$ cat src/rtl/bus_arbiter_pkg.sv
// Shared definitions for the two-master memory bus arbiter.
// Holds the arbiter state encoding, master index constants and the
// transaction length constants also used by the CPU bus interface.
package bus_arbiter_pkg;

    // Arbiter phases: idle/arbitrate, request handshake, write beats, read beats.
    typedef enum logic [1:0] {
        IDLE  = 2'd0,
        REQ   = 2'd1,
        WDATA = 2'd2,
        RDATA = 2'd3
    } arb_state_t;

    // Master indices as seen on the grant vector.
    localparam logic M_CPU = 1'b0;
    localparam logic M_DMA = 1'b1;

    // Transaction lengths in beats, shared with the CPU bus interface.
    localparam logic [2:0] LEN_SINGLE = 3'd1;
    localparam logic [2:0] LEN_LINE   = 3'd4;

    // A zero length field still moves one beat.
    function automatic logic [2:0] beats_of(input logic [2:0] len);
        return (len == 3'd0) ? LEN_SINGLE : len;
    endfunction

endpackage

$ cat src/rtl/bus_arbiter.sv
// Round-robin arbiter sharing one downstream memory bus between the CPU (m0) and DMA/video (m1) masters.
// Latency: one arbitration cycle before s_req_valid; request and data beats then pass through combinationally.
// Backpressure: the loser's request is held off with ready=0; the winner keeps the bus until its last beat.
module bus_arbiter
    import bus_arbiter_pkg::*;
#(
    parameter int FIRST_GNT = 0
) (
    input  logic        clk_i,
    input  logic        rst_i,

    input  logic        m0_req_valid,
    output logic        m0_req_ready,
    input  logic [2:0]  m0_req_len,
    input  logic [3:0]  m0_req_mask,
    input  logic [31:0] m0_req_addr,
    input  logic        m0_req_we,
    input  logic        m0_write_valid,
    input  logic [31:0] m0_write_data,
    output logic        m0_read_valid,
    output logic [31:0] m0_read_data,
    input  logic        m0_read_ack,

    input  logic        m1_req_valid,
    output logic        m1_req_ready,
    input  logic [2:0]  m1_req_len,
    input  logic [3:0]  m1_req_mask,
    input  logic [31:0] m1_req_addr,
    input  logic        m1_req_we,
    input  logic        m1_write_valid,
    input  logic [31:0] m1_write_data,
    output logic        m1_read_valid,
    output logic [31:0] m1_read_data,
    input  logic        m1_read_ack,

    output logic        s_req_valid,
    input  logic        s_req_ready,
    output logic [2:0]  s_req_len,
    output logic [3:0]  s_req_mask,
    output logic [31:0] s_req_addr,
    output logic        s_req_we,
    output logic        s_write_valid,
    output logic [31:0] s_write_data,
    input  logic        s_read_valid,
    input  logic [31:0] s_read_data,
    output logic        s_read_ack,

    output logic [1:0]  gnt,
    output logic        proto_err
);

    // After reset the "previous winner" is the other master, so FIRST_GNT wins the first contest.
    localparam logic FIRST_IDX = (FIRST_GNT != 0) ? M_DMA : M_CPU;

    arb_state_t  state_q, state_d;
    logic [1:0]  gnt_q, gnt_d;
    logic [2:0]  cnt_q, cnt_d;
    logic        last_gnt_q, last_gnt_d;
    logic        we_q, we_d;
    logic        proto_err_q, proto_err_d;

    // Fields of whichever master currently holds the grant (all zero when idle).
    logic        sel_req_valid;
    logic [2:0]  sel_req_len;
    logic [3:0]  sel_req_mask;
    logic [31:0] sel_req_addr;
    logic        sel_req_we;
    logic        sel_write_valid;
    logic [31:0] sel_write_data;
    logic        sel_read_ack;

    logic        wr_phase;
    logic        rd_phase;
    logic        wr_fwd;
    logic        ack_fwd;
    logic        viol;

    // Returns the index of the master to grant; a contested pick alternates away from the last winner.
    function automatic logic rr_pick(input logic v0, input logic v1, input logic last);
        logic pick;
        if (v0 && v1) begin
            pick = ~last;
        end else begin
            pick = (v1 && !v0) ? M_DMA : M_CPU;
        end
        return pick;
    endfunction

    // State register: arbiter phase, grant, beat counter, round-robin history and sticky error.
    always_ff @(posedge clk_i or posedge rst_i) begin
        if (rst_i) begin
            state_q     <= IDLE;
            gnt_q       <= 2'b00;
            cnt_q       <= 3'd0;
            last_gnt_q  <= ~FIRST_IDX;
            we_q        <= 1'b0;
            proto_err_q <= 1'b0;
        end else begin
            state_q     <= state_d;
            gnt_q       <= gnt_d;
            cnt_q       <= cnt_d;
            last_gnt_q  <= last_gnt_d;
            we_q        <= we_d;
            proto_err_q <= proto_err_d;
        end
    end

    // Next-state logic: arbitrate in IDLE, load the beat count on handshake, count beats down to release.
    always_comb begin
        state_d     = state_q;
        gnt_d       = gnt_q;
        cnt_d       = cnt_q;
        last_gnt_d  = last_gnt_q;
        we_d        = we_q;
        proto_err_d = proto_err_q | viol;

        case (state_q)
            IDLE: begin
                if (m0_req_valid || m1_req_valid) begin
                    gnt_d   = (rr_pick(m0_req_valid, m1_req_valid, last_gnt_q) == M_DMA) ? 2'b10 : 2'b01;
                    state_d = REQ;
                end
            end
            REQ: begin
                if (s_req_valid && s_req_ready) begin
                    cnt_d   = beats_of(sel_req_len);
                    we_d    = sel_req_we;
                    state_d = sel_req_we ? WDATA : RDATA;
                end
            end
            WDATA, RDATA: begin
                // A beat is a forwarded write strobe or a forwarded read ack, depending on the phase.
                if (wr_fwd || ack_fwd) begin
                    if (cnt_q != 3'd0) begin
                        cnt_d = cnt_q - 3'd1;
                    end
                    if (cnt_q == 3'd1) begin
                        state_d    = IDLE;
                        last_gnt_d = gnt_q[1];
                        gnt_d      = 2'b00;
                    end
                end
            end
            default: begin
                state_d = IDLE;
                gnt_d   = 2'b00;
            end
        endcase
    end

    // Output logic: mux the granted master onto the downstream bus and police stray strobes.
    always_comb begin
        sel_req_valid   = 1'b0;
        sel_req_len     = 3'd0;
        sel_req_mask    = 4'd0;
        sel_req_addr    = 32'd0;
        sel_req_we      = 1'b0;
        sel_write_valid = 1'b0;
        sel_write_data  = 32'd0;
        sel_read_ack    = 1'b0;

        case (gnt_q)
            2'b01: begin
                sel_req_valid   = m0_req_valid;
                sel_req_len     = m0_req_len;
                sel_req_mask    = m0_req_mask;
                sel_req_addr    = m0_req_addr;
                sel_req_we      = m0_req_we;
                sel_write_valid = m0_write_valid;
                sel_write_data  = m0_write_data;
                sel_read_ack    = m0_read_ack;
            end
            2'b10: begin
                sel_req_valid   = m1_req_valid;
                sel_req_len     = m1_req_len;
                sel_req_mask    = m1_req_mask;
                sel_req_addr    = m1_req_addr;
                sel_req_we      = m1_req_we;
                sel_write_valid = m1_write_valid;
                sel_write_data  = m1_write_data;
                sel_read_ack    = m1_read_ack;
            end
            default: begin
            end
        endcase

        wr_phase = (state_q == WDATA) && we_q;
        rd_phase = (state_q == RDATA) && !we_q;

        // Only strobes from the granted master in the matching phase reach the slave.
        wr_fwd  = wr_phase && sel_write_valid;
        ack_fwd = rd_phase && sel_read_ack;

        // Any strobe from a master without the grant, or in the wrong phase, is an error and is dropped.
        viol = (m0_write_valid && !gnt_q[0]) || (m1_write_valid && !gnt_q[1]) ||
               (m0_read_ack    && !gnt_q[0]) || (m1_read_ack    && !gnt_q[1]) ||
               (sel_write_valid && !wr_phase) || (sel_read_ack && !rd_phase);

        s_req_valid   = (state_q == REQ) && sel_req_valid;
        s_req_len     = sel_req_len;
        s_req_mask    = sel_req_mask;
        s_req_addr    = sel_req_addr;
        s_req_we      = sel_req_we;
        m0_req_ready  = (state_q == REQ) && gnt_q[0] && s_req_ready;
        m1_req_ready  = (state_q == REQ) && gnt_q[1] && s_req_ready;

        s_write_valid = wr_fwd;
        s_write_data  = sel_write_data;

        m0_read_valid = rd_phase && gnt_q[0] && s_read_valid;
        m1_read_valid = rd_phase && gnt_q[1] && s_read_valid;
        // Read data is broadcast; it is forced low while reset is held so every output reads zero.
        m0_read_data  = rst_i ? 32'd0 : s_read_data;
        m1_read_data  = rst_i ? 32'd0 : s_read_data;
        s_read_ack    = ack_fwd;

        gnt           = gnt_q;
        proto_err     = proto_err_q;
    end

endmodule

$ cat config.mk
export PLATFORM = sky130hd
export DESIGN_NAME = bus_arbiter
export DESIGN_NICKNAME = d
export VERILOG_FILES = /design/src/rtl/bus_arbiter_pkg.sv /design/src/rtl/bus_arbiter.sv
export SDC_FILE = /design/constraint.sdc
export NUM_CORES = 1
export LEC_CHECK = 0
export ABC_AREA = 1
export ABC_CLOCK_PERIOD_IN_PS = 1470
export BUFFER_PORTS_ARGS = -buffer_cell sky130_fd_sc_hd__buf_2
export CAP_MARGIN = 20
export CORE_AREA = 3 3 126 128
export DETAILED_ROUTE_END_ITERATION = 6
export DIE_AREA = 0 0 129 131
export GPL_ROUTABILITY_DRIVEN = 0
export MAX_ROUTING_LAYER = met4
export PLACE_DENSITY = 0.53
export SLEW_MARGIN = 20
export SYNTH_ARGS = -nofsm -noshare
export SYNTH_HDL_FRONTEND = slang
export SYNTH_SLANG_ARGS = --single-unit
$ cat constraint.sdc
create_clock -name clk_i -period 1.47 [get_ports clk_i]
set_input_delay 0.2205 -clock clk_i [delete_from_list [all_inputs] [get_ports clk_i]]
set_output_delay 0.2205 -clock clk_i [all_outputs]
set_load 0.03 [all_outputs]
### Word level (Yosys, flattened, before mapping)

Cells that the tools add are included.

| operators by class | value |
|---|---|
| $add $sub $neg | 1 |
| eq/ne operators | 11 |
| mux-type cells | 27 |
| bitwise logic cells | 2 |
| reductions and logical operators | 46 |

Operator list:

| cell | count |
|---|---|
| case mux 32 bit (2 select lines) | 2 |
| two-way mux 32 bit | 1 |
| logical AND 1 bit | 22 |
| two-way mux 2 bit | 6 |
| two-way mux 3 bit | 4 |
| case mux 3 bit (2 select lines) | 2 |
| AND reduction 4 bit | 3 |
| inequality test 2 bit, second input constant | 5 |
| case mux 1 bit (2 select lines) | 4 |
| case mux 4 bit (2 select lines) | 1 |
| logical OR 1 bit | 7 |
| equality test 2 bit, second input constant | 3 |
| logical NOT 1 bit | 6 |
| case mux 2 bit (3 select lines) | 1 |
| two-way mux 1 bit | 5 |
| equality test 2 x 1 -> 1 bit, second input constant | 2 |
| case mux 2 bit (2 select lines) | 1 |
| nonzero test 2 bit | 2 |
| equality test 3 x 1 -> 1 bit, second input constant | 1 |
| logical NOT 3 bit | 1 |
| AND reduction 3 bit | 1 |
| nonzero test 3 bit | 1 |
| subtractor 3 x 1 -> 3 bit, second input constant | 1 |
| logical NOT 2 bit | 1 |
| 4 further kinds | 4 |

| word-level totals | value |
|---|---|
| bits in registers | 10 |
| word-level logic and storage cells | 93 |

### Longest topological paths before layout

Gate-level depths: netlist of run 1.

| depth | value |
|---|---|
| depth after elaboration | 9 |
| mapped depth | 11 |
| depth with buffers taken out | 10 |

### Least setup slack after synthesis of run 1

No wires, ideal clock.

| timing path | value |
|---|---|
| path kind | reg-to-output |
| start | register gnt_q[0] (netlist: gnt[0]) |
| end | output port s_write_data[21] |
| arrival time | 1.976 ns |
| required time | 1.250 ns |
| slack | -0.726 ns |
| cell stages (with the launch flop) | 7 |
| path buffers | 3 |
| path through | dfrtp_1 -> inv_1 -> ha_1 -> buf_2 -> buf_2 -> clkbuf_1 -> a21oi_1 |

| between the ends | value |
|---|---|
| longest elaborated chain between the ends | 2 |

Ends and longest elaborated chain:

| item | line | source |
|---|---|---|
| start, declared | bus_arbiter.sv:56 | `logic [1:0] gnt_q, gnt_d;` |
| start signal, assigned | bus_arbiter.sv:100 | `gnt_q <= gnt_d;` |
| equality test 2 bit / equality test 2 x 1 -> 1 bit (equally long branches) | bus_arbiter.sv:162 | `case (gnt_q)` |
| case mux 32 bit (2 select lines) (*) | bus_arbiter.sv:162 |  |
| end, declared | bus_arbiter.sv:43 | `output logic [31:0] s_write_data,` |

Mark *: on every way between the ends. The rest lies on a longest branch, timed or not.

### Worst setup path after layout of run 1

| timing path | value |
|---|---|
| start | register gnt_q[0] (netlist: gnt[0]) |
| end | output port s_write_data[27] |

Same word-level chain as after synthesis.

==> results of run 1 <==
-- cells by family (layout without fill, tap and decap cells) --
logic type / count (synthesis) / count (layout)
adder cells (fa/ha/maj): 5 / 5
buffers and inverters: 112 / 457
flip-flops: 10 / 10
AND/OR/NAND/NOR: 254 / 255
AO/OA/AOI/OAI: 84 / 84
-- sequential cells by signal, indices dropped and copies added (netlist names) --
| signal | count |
|---|---|
| last_gnt_q | 1 |
| cnt_q | 3 |
| state_q | 2 |
| gnt | 2 |
| we_q | 1 |
| proto_err | 1 |
-- worst max-delay path, cell delays in order (launching register included) --
cell and delay [ns]:
dfrtp_2 0.41, inv_2 0.08, ha_4 0.16, buf_12 0.12, buf_12 0.12, clkbuf_16 0.16
nand2_2 0.06, a21oi_4 0.12, buf_6 0.14
-- routing by layer --
| layer | up-vias | global-route usage [%] | wire, um |
|---|---|---|---|
| li1 | 2107 | - | - |
| met1 | 1933 | 18.3 | 6070 |
| met2 | 119 | 27.7 | 8330 |
| met3 | 4 | 2.07 | 826 |
| met4 | 0 | 1.24 | 58 |
| met5 | - | - | 0 |
-- final cells by class --
class	instances	area [um^2]	share of cell area (%)
Clock buffer	4	78.8	1.15
Inverter	51	206	3.02
Multi-Input combinational cell	344	2870	41.9
Sequential cell	10	255	3.73
Tap cell	188	235	3.44
Timing Repair Buffer	402	3200	46.7
-- cell usage in the layout, fill, tap and decap left out, types with 2 or more instances in the layout --
cell	count
a21oi_1	2
ha_1	3
nor2_1	8
nand2_4	40
buf_4	31
nor2_4	3
nand3_2	2
inv_1	40
nor2_2	30
dfrtp_2	3
dfrtp_1	6
o21ai_0	5
nand2_1	102
nand3_1	7
a21boi_0	2
buf_16	3
a21oi_4	54
buf_12	26
nand4_1	3
inv_4	4
buf_2	252
clkbuf_16	9
nor3_4	3
nand3_4	7
inv_2	6
buf_6	83
a21oi_2	17
nand2_2	46
ha_4	2
nand2_8	2
-- metrics by stage --
step / hold WS [ns] / utilization, % / cell area [um^2] / TNS [ns] / cells
2_1_floorplan: 0.396 / - / 3270 / -14.64 / 465
3_3_place_gp: 0.460 / 34.3 / 5130 / -10.03 / 958
3_5_place_dp: 0.466 / 34.3 / 5130 / -11.26 / 958
4_1_cts: 0.321 / 41.8 / 6260 / -26.15 / 987
5_1_grt: 0.365 / 45.7 / 6840 / -32.09 / 999
6_report: 0.340 / 45.7 / 6840 / -26.70 / 999
-- power breakdown --
part	internal, mW	total, mW	switching [mW]
Combinational	0.266	0.686	0.420
Clock	0.363	0.488	0.125
Sequential	0.276	0.276	0
Total	0.906	1.45	0.544
-- what timing repair did --
| item | CTS | global route |
|---|---|---|
| pin swaps | 18 | 39 |
| hold buffers | 0 | 0 |
| gates resized for setup | 228 | 94 |
| setup endpoints to repair | 87 | 89 |
| buffers inserted | 21 | 9 |
| gates cloned | 4 | 6 |
-- worst paths after layout --
| check | cells after the start | start | to | slack [ns] |
|---|---|---|---|---|
| max | 8 | gnt[0] | s_write_data[27] | -0.38 |
| min | 3 | s_req_ready | we_q | 0.34 |
| max reg2reg | 12 | gnt[1] | cnt_q[0] | -0.24 |
| min reg2reg | 2 | last_gnt_q | last_gnt_q | 0.47 |
| max in group asynchronous | 3 | rst_i | last_gnt_q | 0.75 |
| min in group asynchronous | 3 | rst_i | proto_err | 0.38 |
==> metrics.md, run 1 <==
| Metric | Value |
|---|---|
| Pwr/cell area | `212 nW/um^2` |
| Post-synthesis compound-gate area fraction | `18.3%` |
| F_max | `542 MHz` |
| Initial antenna violation count | `0` |
| Yosys warning count | `0` |
| Final setup fails | `85` |
| GRT Total Usage | `15.1%` |
| Main combinational cell family by area after synthesis | `simple AND/OR/NAND/NOR gates` |
| Cell accounting for the most synthesized area | `nand2_1` |
| Final worst slack | `-0.376 ns` |
| Max-Cap Viols | `0` |
| Synthesized area per cell | `5.14 um^2` |
| Vias in the first global route | `3758` |
| Max Root-Sink Buffers | `2` |
| Post-Synthesis Net Count | `656` |
| Post-DP HPWL | `11900 um` |
| Crit end category | `output port` |
| Initial Util | `15.9%` |
| # diodes | `0` |
| Worst slack at placement | `-0.214 ns` |
| Crit path DAT | `1.63 ns` |
| Design Power | `1.45 mW` |
| Share of layout cells above drive strength 1 | `77.4%` |
| Num CTS Buffers | `3` |
| Clock-pin slew on the worst setup and hold paths | `0.04 ns` |
| Hold crit path type | `in -> reg` |
| Die height | `131 um` |
| Number of synthesized flops with an enable pin | `0` |
| Synth top area share | `29.5%` |
| P_leak | `3.25 nW` |
| Die ar. | `16900 um^2` |
| ANT nets after route | `0` |
| Vias per inst | `4.17` |
| Layout Area Growth over Synthesis | `186%` |
| # rows | `45` |
| Core area | `15000 um^2` |
| XOR/XNOR Fraction of Synth Area | `0%` |
| Largest net degree at the start of global routing | `31` |
| Clock Sinks | `10` |
| Multiplexer share of the synthesized area | `0%` |
| Sequential share of the synthesized area | `10.5%` |
| Adder-Cell Fraction of Synth Area | `2.62%` |
| Root Driver | `clkbuf_16` |
| Residual DRC | `0` |
| First-pass GRT wire length | `19900 um` |
| Clock Latency Late Sink | `0.23 ns` |
| Status | `finished with violations` |
| Number of port buffers | `331` |
| RSZ-0062 raised after global routing | `yes` |
| H-tree depth | `1` |
| Worst-path fanout max | `6` |
| Kind of critical path | `reg -> out` |
| Most common cell in the netlist | `nand2_1` |
| Mapped Cells | `465` |
| Largest cells by area after synthesis | `nand2_1, a21oi_1, buf_4, dfrtp_1, inv_1` |
| Commonest cells post-synth | `nand2_1, a21oi_1, inv_1` |
| Synth Area in Simple Gates | `44.2%` |
| Worst setup SP type | `flop` |
| Skew final | `0.00491 ns` |
| Yosys reg bits | `10` |
| Die X | `129 um` |
| Final Hold Fails | `0` |
| Synthesized area | `2390 um^2` |
| Slew @ Worst Pin | `0.439 ns` |
| Top Ports | `332` |
| Remaining global-route overflow | `0` |
| Peak supply drop | `308 uV` |
| Async S/R FF share, synth | `100%` |
| Final slew viol count | `0` |
| Average wire per standard cell | `15.3 um` |
| Final worst path period share | `126%` |
| Synth Flop Type | `dfrtp_1` |
| CTS tree | `built` |
| Total number of vias | `4163` |
| Failing checks | `negative setup slack` |
| Slew HR | `70.8%` |
| Final Critical Period | `1.85 ns` |
| Required time worst endpoint | `1.25 ns` |
| Layout net count | `1003` |
| Post-Route WL | `15300 um` |
| Unique masters post-synth | `30` |
| Filler cells | `1471` |
| Iter 0 DRT Violations | `116` |
| First-pass iteration count of the detailed router | `4` |
Power figures use the tool's default switching activity.
==> run 2, diff against run 1 <==
ABC_CLOCK_PERIOD_IN_PS = 1840   (was 1470)
BUFFER_PORTS_ARGS = unset   (was -buffer_cell sky130_fd_sc_hd__buf_2)
CORE_AREA = 3 3 129 131   (was 3 3 126 128)
DIE_AREA = 0 0 132 134   (was 0 0 129 131)
DONT_BUFFER_PORTS = 1   (was unset)
PLACE_DENSITY = 0.32   (was 0.53)
clock period = 1.84 ns   (was 1.47 ns; I/O delays follow)
==> run 2 against run 1 <==
  * The flow still finishes with violations (negative setup slack)
  * Core utilization fell by 17 points
  * Count of clock-buffer cells in the layout did not move
  * Clock skew fell by 0.0039 ns
  * Routed wire length fell by 16%
  * Non-clock buffer count fell by 281
  * Final area fell by 33%
  * Combinational power fell by 60%
  * Sequential power fell by 20%
  * Die area rose by 4.7%
  * Global-route usage fell by 2.5 points
  * Largest power group is now clock
==> metrics.md, run 2 (synthesis results as in run 1) <==
| Metric | Value |
|---|---|
| Kind of critical path | `reg -> out (unchanged)` |
| # diodes | `0 (unchanged)` |
| Final Hold Fails | `0 (unchanged)` |
| Vias per inst | `4.34 (was 4.17)` |
| Die height | `134 um (was 131 um)` |
| Post-DP HPWL | `9490 um (was 11900 um)` |
| Initial Util | `15.2% (was 15.9%)` |
| Core area | `15700 um^2 (was 15000 um^2)` |
| Final worst path period share | `103%` |
| P_leak | `1.67 nW (was 3.25 nW)` |
| Worst path cell trace | `inv_2 > ha_4 > buf_12 > clkbuf_16 > nand2_1 > a21oi_2 > buf_6 (was inv_2 > ha_4 > buf_12 > buf_12 > clkbuf_16 > nand2_2 > a21oi_4 > buf_6)` |
| Initial antenna violation count | `0 (unchanged)` |
| Largest net degree at the start of global routing | `34 (was 31)` |
| Average wire per standard cell | `17.3 um (was 15.3 um)` |
| First-pass iteration count of the detailed router | `5 (was 4)` |
| Worst slack at placement | `0.0538 ns (was -0.214 ns)` |
| Die ar. | `17700 um^2 (was 16900 um^2)` |
| Skew final | `0.00104 ns (was 0.00491 ns)` |
| Pwr/cell area | `206 nW/um^2 (was 212 nW/um^2)` |
| Slew HR | `69.8% (was 70.8%)` |
| Final setup fails | `40 (was 85)` |
| Most flop-heavy register | `cnt_q (unchanged)` |
| Vias in the first global route | `3169 (was 3758)` |
| Required time worst endpoint | `1.56 ns (was 1.25 ns)` |
| Top Ports | `332 (unchanged)` |
| Iter 0 DRT Violations | `95 (was 116)` |
| Layout Area Growth over Synthesis | `90.9% (was 186%)` |
| H-tree depth | `1 (unchanged)` |
| Layout net count | `721 (was 1003)` |
| Crit end category | `output port (unchanged)` |
| Final slew viol count | `0 (unchanged)` |
| Status | `finished with violations (unchanged)` |
| Remaining global-route overflow | `0 (unchanged)` |
| ANT nets after route | `0 (unchanged)` |
| Post-Route WL | `12900 um (was 15300 um)` |
| Failing checks | `negative setup slack (unchanged)` |
| Max Root-Sink Buffers | `2 (unchanged)` |
| RSZ-0062 raised after global routing | `yes (unchanged)` |
| Slowest stage cell, crit path | `dfrtp_2 (unchanged)` |
| First-pass GRT wire length | `17800 um (was 19900 um)` |
| Worst-path fanout max | `10 (was 6)` |
| Top delay family on crit path | `buffers and inverters (unchanged)` |
| Most frequent cells in the layout | `nand2_1, buf_4, nand2_2 (was buf_2, nand2_1, buf_6)` |
| Most common cell after layout, fill and taps aside | `nand2_1 (was buf_2)` |
| Clock-pin slew on the worst setup and hold paths | `0.04 ns (about the same)` |
| Final Critical Period | `1.89 ns` |
| F_max | `528 MHz` |
| # rows | `46 (was 45)` |
| Total number of vias | `3237 (was 4163)` |
| Max-Cap Viols | `0 (unchanged)` |
| Setup TNS | `-0.763 ns (was -26.70 ns)` |
| Worst setup SP type | `flop (unchanged)` |
| Hold crit path type | `in -> reg (unchanged)` |
| Peak supply drop | `343 uV (was 308 uV)` |
| Number of port buffers | `0 (was 331)` |
| Final hold slack | `0.254 ns (was 0.340 ns)` |
| Die X | `132 um (was 129 um)` |
| Crit path DAT | `1.62 ns (was 1.63 ns)` |
| Design Power | `940 uW (was 1.45 mW)` |
| Share of layout cells above drive strength 1 | `52.9% (was 77.4%)` |
| WP buf/inv | `4 (was 5)` |
| Slew @ Worst Pin | `0.452 ns (was 0.439 ns)` |
| Num CTS Buffers | `3 (unchanged)` |
| GRT Total Usage | `12.6% (was 15.1%)` |
| Clock Latency Late Sink | `0.24 ns (was 0.23 ns)` |
| Slowest stage delay, CP | `0.43 ns (was 0.41 ns)` |
| Residual DRC | `0 (unchanged)` |
| Root Driver | `clkbuf_16 (unchanged)` |
| Filler cells | `1718 (was 1471)` |
| Clock Sinks | `10 (unchanged)` |
| Largest register FFs | `3 (unchanged)` |
| Final worst slack | `-0.0524 ns (was -0.376 ns)` |
| CTS tree | `built (unchanged)` |
[run 2: area by class of cell]
cell class,instances,area (um^2),area share (%)
multi-input cells,343,2370,51.9
repair buffers,121,1370,30.1
well taps,216,270,5.93
flip-flops and latches,10,254,5.57
inverters,51,206,4.53
clock buffers,4,88.8,1.95
[run 2: metrics by stage]
step	instance area [um^2]	util [%]	cells
after detailed placement	3580	22.8	710
after floorplan	2910	-	465
after CTS	4030	25.6	731
after global placement	3580	22.8	710
after global routing	4560	29.0	745
final	4560	29.0	745
[run 2: routing by layer]
layer  vias up  global-route usage (%)  routed length, um
li1       1536                       -                  -
met1      1509                    13.6               4920
met2       178                    24.1               6910
met3        14                    2.85                906
met4         0                    1.46                183
met5         -                       -                  0
[run 2: worst paths after layout]
kind | startpoint | endpoint | slack (ns) | depth (start not counted)
min in group asynchronous | rst_i | proto_err | 0.52 | 2
hold reg to reg | last_gnt_q | last_gnt_q | 0.47 | 2
setup reg to reg | gnt[0] | cnt_q[1] | 0.12 | 10
setup / recovery | gnt[1] | s_req_addr[20] | -0.05 | 7
max in group asynchronous | rst_i | last_gnt_q | 0.98 | 2
hold / removal | m1_read_ack | proto_err | 0.25 | 2
[run 2: report_power, final]
part / switching [mW] / internal (mW)
Sequential: 0 / 0.221
Clock: 0.115 / 0.328
Combinational: 0.208 / 0.0679
[run 2: repair_timing]
item | CTS | global route
setup endpoints to repair | 75 | 73
pin swaps | 7 | 50
hold buffers | 1 | 0
setup buffers | 13 | 8
cloned | 3 | 7
endpoints found under the hold margin | 9 | 0
resized for setup | 38 | 98
==> run 3, diff against run 2 <==
CORE_AREA = 8 8 124 126   (was 3 3 129 131)
GPL_TIMING_DRIVEN = 0   (was unset)
PLACE_DENSITY = 0.35   (was 0.32)
SETUP_SLACK_MARGIN = 0.15   (was unset)
==> run 3 against run 2 <==
  * Non-clock buffer count fell by 18
  * Worst setup slack got worse by 0.18 ns
  * The flow still finishes with violations (negative setup slack)
  * Combinational power increased by 16%
  * Clock power fell by 0.9%
  * Final cell count down 7.0%
  * Count of clock-buffer cells in the layout stayed put
  * Sequential share of layout area fell by 0.61 points
  * Power is 4.3% higher
==> metrics.md, run 3 (synthesis results as in run 1) <==
| Metric | Value |
|---|---|
| Status | `finished with violations (unchanged)` |
| Failing checks | `negative setup slack (unchanged)` |
| Max-Cap Viols | `0 (unchanged)` |
| Final std cells w/o fill | `693 (was 745)` |
| Clock-pin slew on the worst setup and hold paths | `0.04 ns (about the same)` |
| # diodes | `0 (unchanged)` |
| Post-placement cell area | `3390 um^2 (was 3580 um^2)` |
| Clock Latency Late Sink | `0.24 ns (about the same)` |
| Peak supply drop | `267 uV (was 343 uV)` |
| Vias in the first global route | `3483 (was 3169)` |
| Remaining global-route overflow | `0 (unchanged)` |
| Crit path DAT | `1.79 ns (was 1.62 ns)` |
| Initial antenna violation count | `0 (unchanged)` |
| Post-Route WL | `14600 um (was 12900 um)` |
| Pwr/cell area | `191 nW/um^2 (was 206 nW/um^2)` |
| Iter 0 DRT Violations | `71 (was 95)` |
| Largest net degree at the start of global routing | `12 (was 34)` |
| Initial Util | `17.7% (was 15.2%)` |
| Num CTS Buffers | `3 (unchanged)` |
| Post-Place Cells | `645 (was 710)` |
| Kind of critical path | `reg -> out (unchanged)` |
| Worst setup SP type | `flop (unchanged)` |
| RSZ-0062 raised after global routing | `yes (unchanged)` |
| Layout Area Growth over Synthesis | `115% (was 90.9%)` |
| Largest register FFs | `3 (unchanged)` |
| Core area | `13500 um^2 (was 15700 um^2)` |
| Skew final | `0.00449 ns (was 0.00104 ns)` |
| Residual DRC | `0 (unchanged)` |
| P_leak | `1.86 nW (was 1.67 nW)` |
| Share of layout cells above drive strength 1 | `66.9% (was 52.9%)` |
| Most flop-heavy register | `cnt_q (unchanged)` |
| Worst-path fanout max | `6 (was 10)` |
| Average wire per standard cell | `21.0 um (was 17.3 um)` |
| Clock Sinks | `10 (unchanged)` |
| Top Ports | `332 (unchanged)` |
| Die height | `134 um (unchanged)` |
| CTS tree | `built (unchanged)` |
| Hold crit path type | `in -> reg (unchanged)` |
| ANT nets after route | `0 (unchanged)` |
| Final Critical Period | `2.07 ns (was 1.89 ns)` |
| Final slew viol count | `0 (unchanged)` |
| Root Driver | `clkbuf_16 (unchanged)` |
| Slew @ Worst Pin | `0.634 ns (was 0.452 ns)` |
| Post-DP HPWL | `11600 um (was 9490 um)` |
| Crit end category | `output port (unchanged)` |
| Slew HR | `57.6% (was 69.8%)` |
| Final setup fails | `81 (was 40)` |
| H-tree depth | `1 (unchanged)` |
| # rows | `43 (was 46)` |
| Total number of vias | `3210 (was 3237)` |
| Layout net count | `705 (was 721)` |
| First-pass iteration count of the detailed router | `4 (was 5)` |
| Vias per inst | `4.63 (was 4.34)` |
| Final worst path period share | `113% (was 103%)` |
| Final worst slack | `-0.230 ns (was -0.0524 ns)` |
| Final Cell Area | `5140 um^2 (was 4560 um^2)` |
| First-pass GRT wire length | `20900 um (was 17800 um)` |
| F_max | `483 MHz (was 528 MHz)` |
| Die ar. | `17700 um^2 (unchanged)` |
| Final Hold Fails | `0 (unchanged)` |
| Die X | `132 um (unchanged)` |
| Most common cell after layout, fill and taps aside | `nand2_1 (unchanged)` |
| Required time worst endpoint | `1.56 ns (about the same)` |
| CTS Hold Bufs | `0 (was 1)` |
| GRT Total Usage | `15.1% (was 12.6%)` |
| Most frequent cells in the layout | `nand2_1, a21oi_4, nand2_2 (was nand2_1, buf_4, nand2_2)` |
| Number of port buffers | `0 (unchanged)` |
| Max Root-Sink Buffers | `2 (unchanged)` |
run 3: changes by cell type in the layout (fill, tap and decap cells not counted), moves of 18 or more:
cell / before / now
buf_6: 34 / 16
nand2_2: 51 / 69
nor2_1: 37 / 8
nand2_4: 10 / 29
nand2_1: 129 / 91
a21oi_2: 26 / 1
a21oi_4: 44 / 70
run 3: stage by stage:
| stage | utilization [%] | setup TNS, ns | hold WS (ns) | total power, mW | worst slack [ns] |
|---|---|---|---|---|---|
| final | 38.1 | -13.15 | 0.278 | 0.980 | -0.230 |
| after CTS | 33.5 | -16.33 | 0.258 | 0.979 | -0.242 |
| after global routing | 38.1 | -17.62 | 0.293 | 1.02 | -0.278 |
| after floorplan | - | 0 | 0.442 | 0.482 | 0.0914 |
| after global placement | 25.1 | -9.50 | 0.462 | 0.511 | -0.258 |
| after detailed placement | 25.1 | -9.35 | 0.463 | 0.509 | -0.265 |
run 3: cell type report:
class	count	area, um^2
inverter	51	241
clock buffer	4	88.8
buffer	61	667
sequential	10	255
fill	1366	8360
tap	180	225
timing repair inverter	1	16.3
multi-input combinational	344	3020
timing repair buffer	42	627
run 3: per-layer routing:
metal / wire length (um) / GRT usage (%) / vias up
met5: 0 / - / -
met4: 112 / 2.30 / 0
met3: 924 / 2.84 / 8
met2: 7850 / 28.1 / 172
met1: 5690 / 16.7 / 1517
li1: - / - / 1513
run 3: path summary, 6_finish.rpt:
check,slack (ns),startpoint,cells after the start,end
worst min register to register,0.47,last_gnt_q,2,last_gnt_q
worst max register to register,-0.08,gnt[1],13,cnt_q[0]
max in group asynchronous,1.08,rst_i,3,last_gnt_q
min in group asynchronous,0.42,rst_i,3,state_q[1]
worst max-delay path,-0.23,gnt[1],10,s_req_len[1]
worst min-delay path,0.28,m1_read_ack,2,proto_err
run 3: worst max-delay path, stage by stage, from the launching register on:
cell and delay [ns]:
dfrtp_2 0.55, inv_4 0.07, ha_4 0.18, buf_12 0.14, buf_12 0.13, buf_6 0.11, buf_6 0.11, nand2_2 0.05
nand2_2 0.05, nand2_4 0.11, inv_8 0.06
run 3: what timing repair did:
action,CTS,global route
buffers inserted,21,11
pin swaps,65,75
gates cloned,8,4
resized for setup,183,125
endpoints found under the setup margin,116,96
run 3: where the power goes:
| group | leakage, nW | switching [mW] | internal [mW] | total (mW) |
|---|---|---|---|---|
| combinational | 1.70 | 0.245 | 0.0751 | 0.320 |
| clock | 0.0442 | 0.111 | 0.328 | 0.439 |
| sequential | 0.106 | 0 | 0.221 | 0.221 |
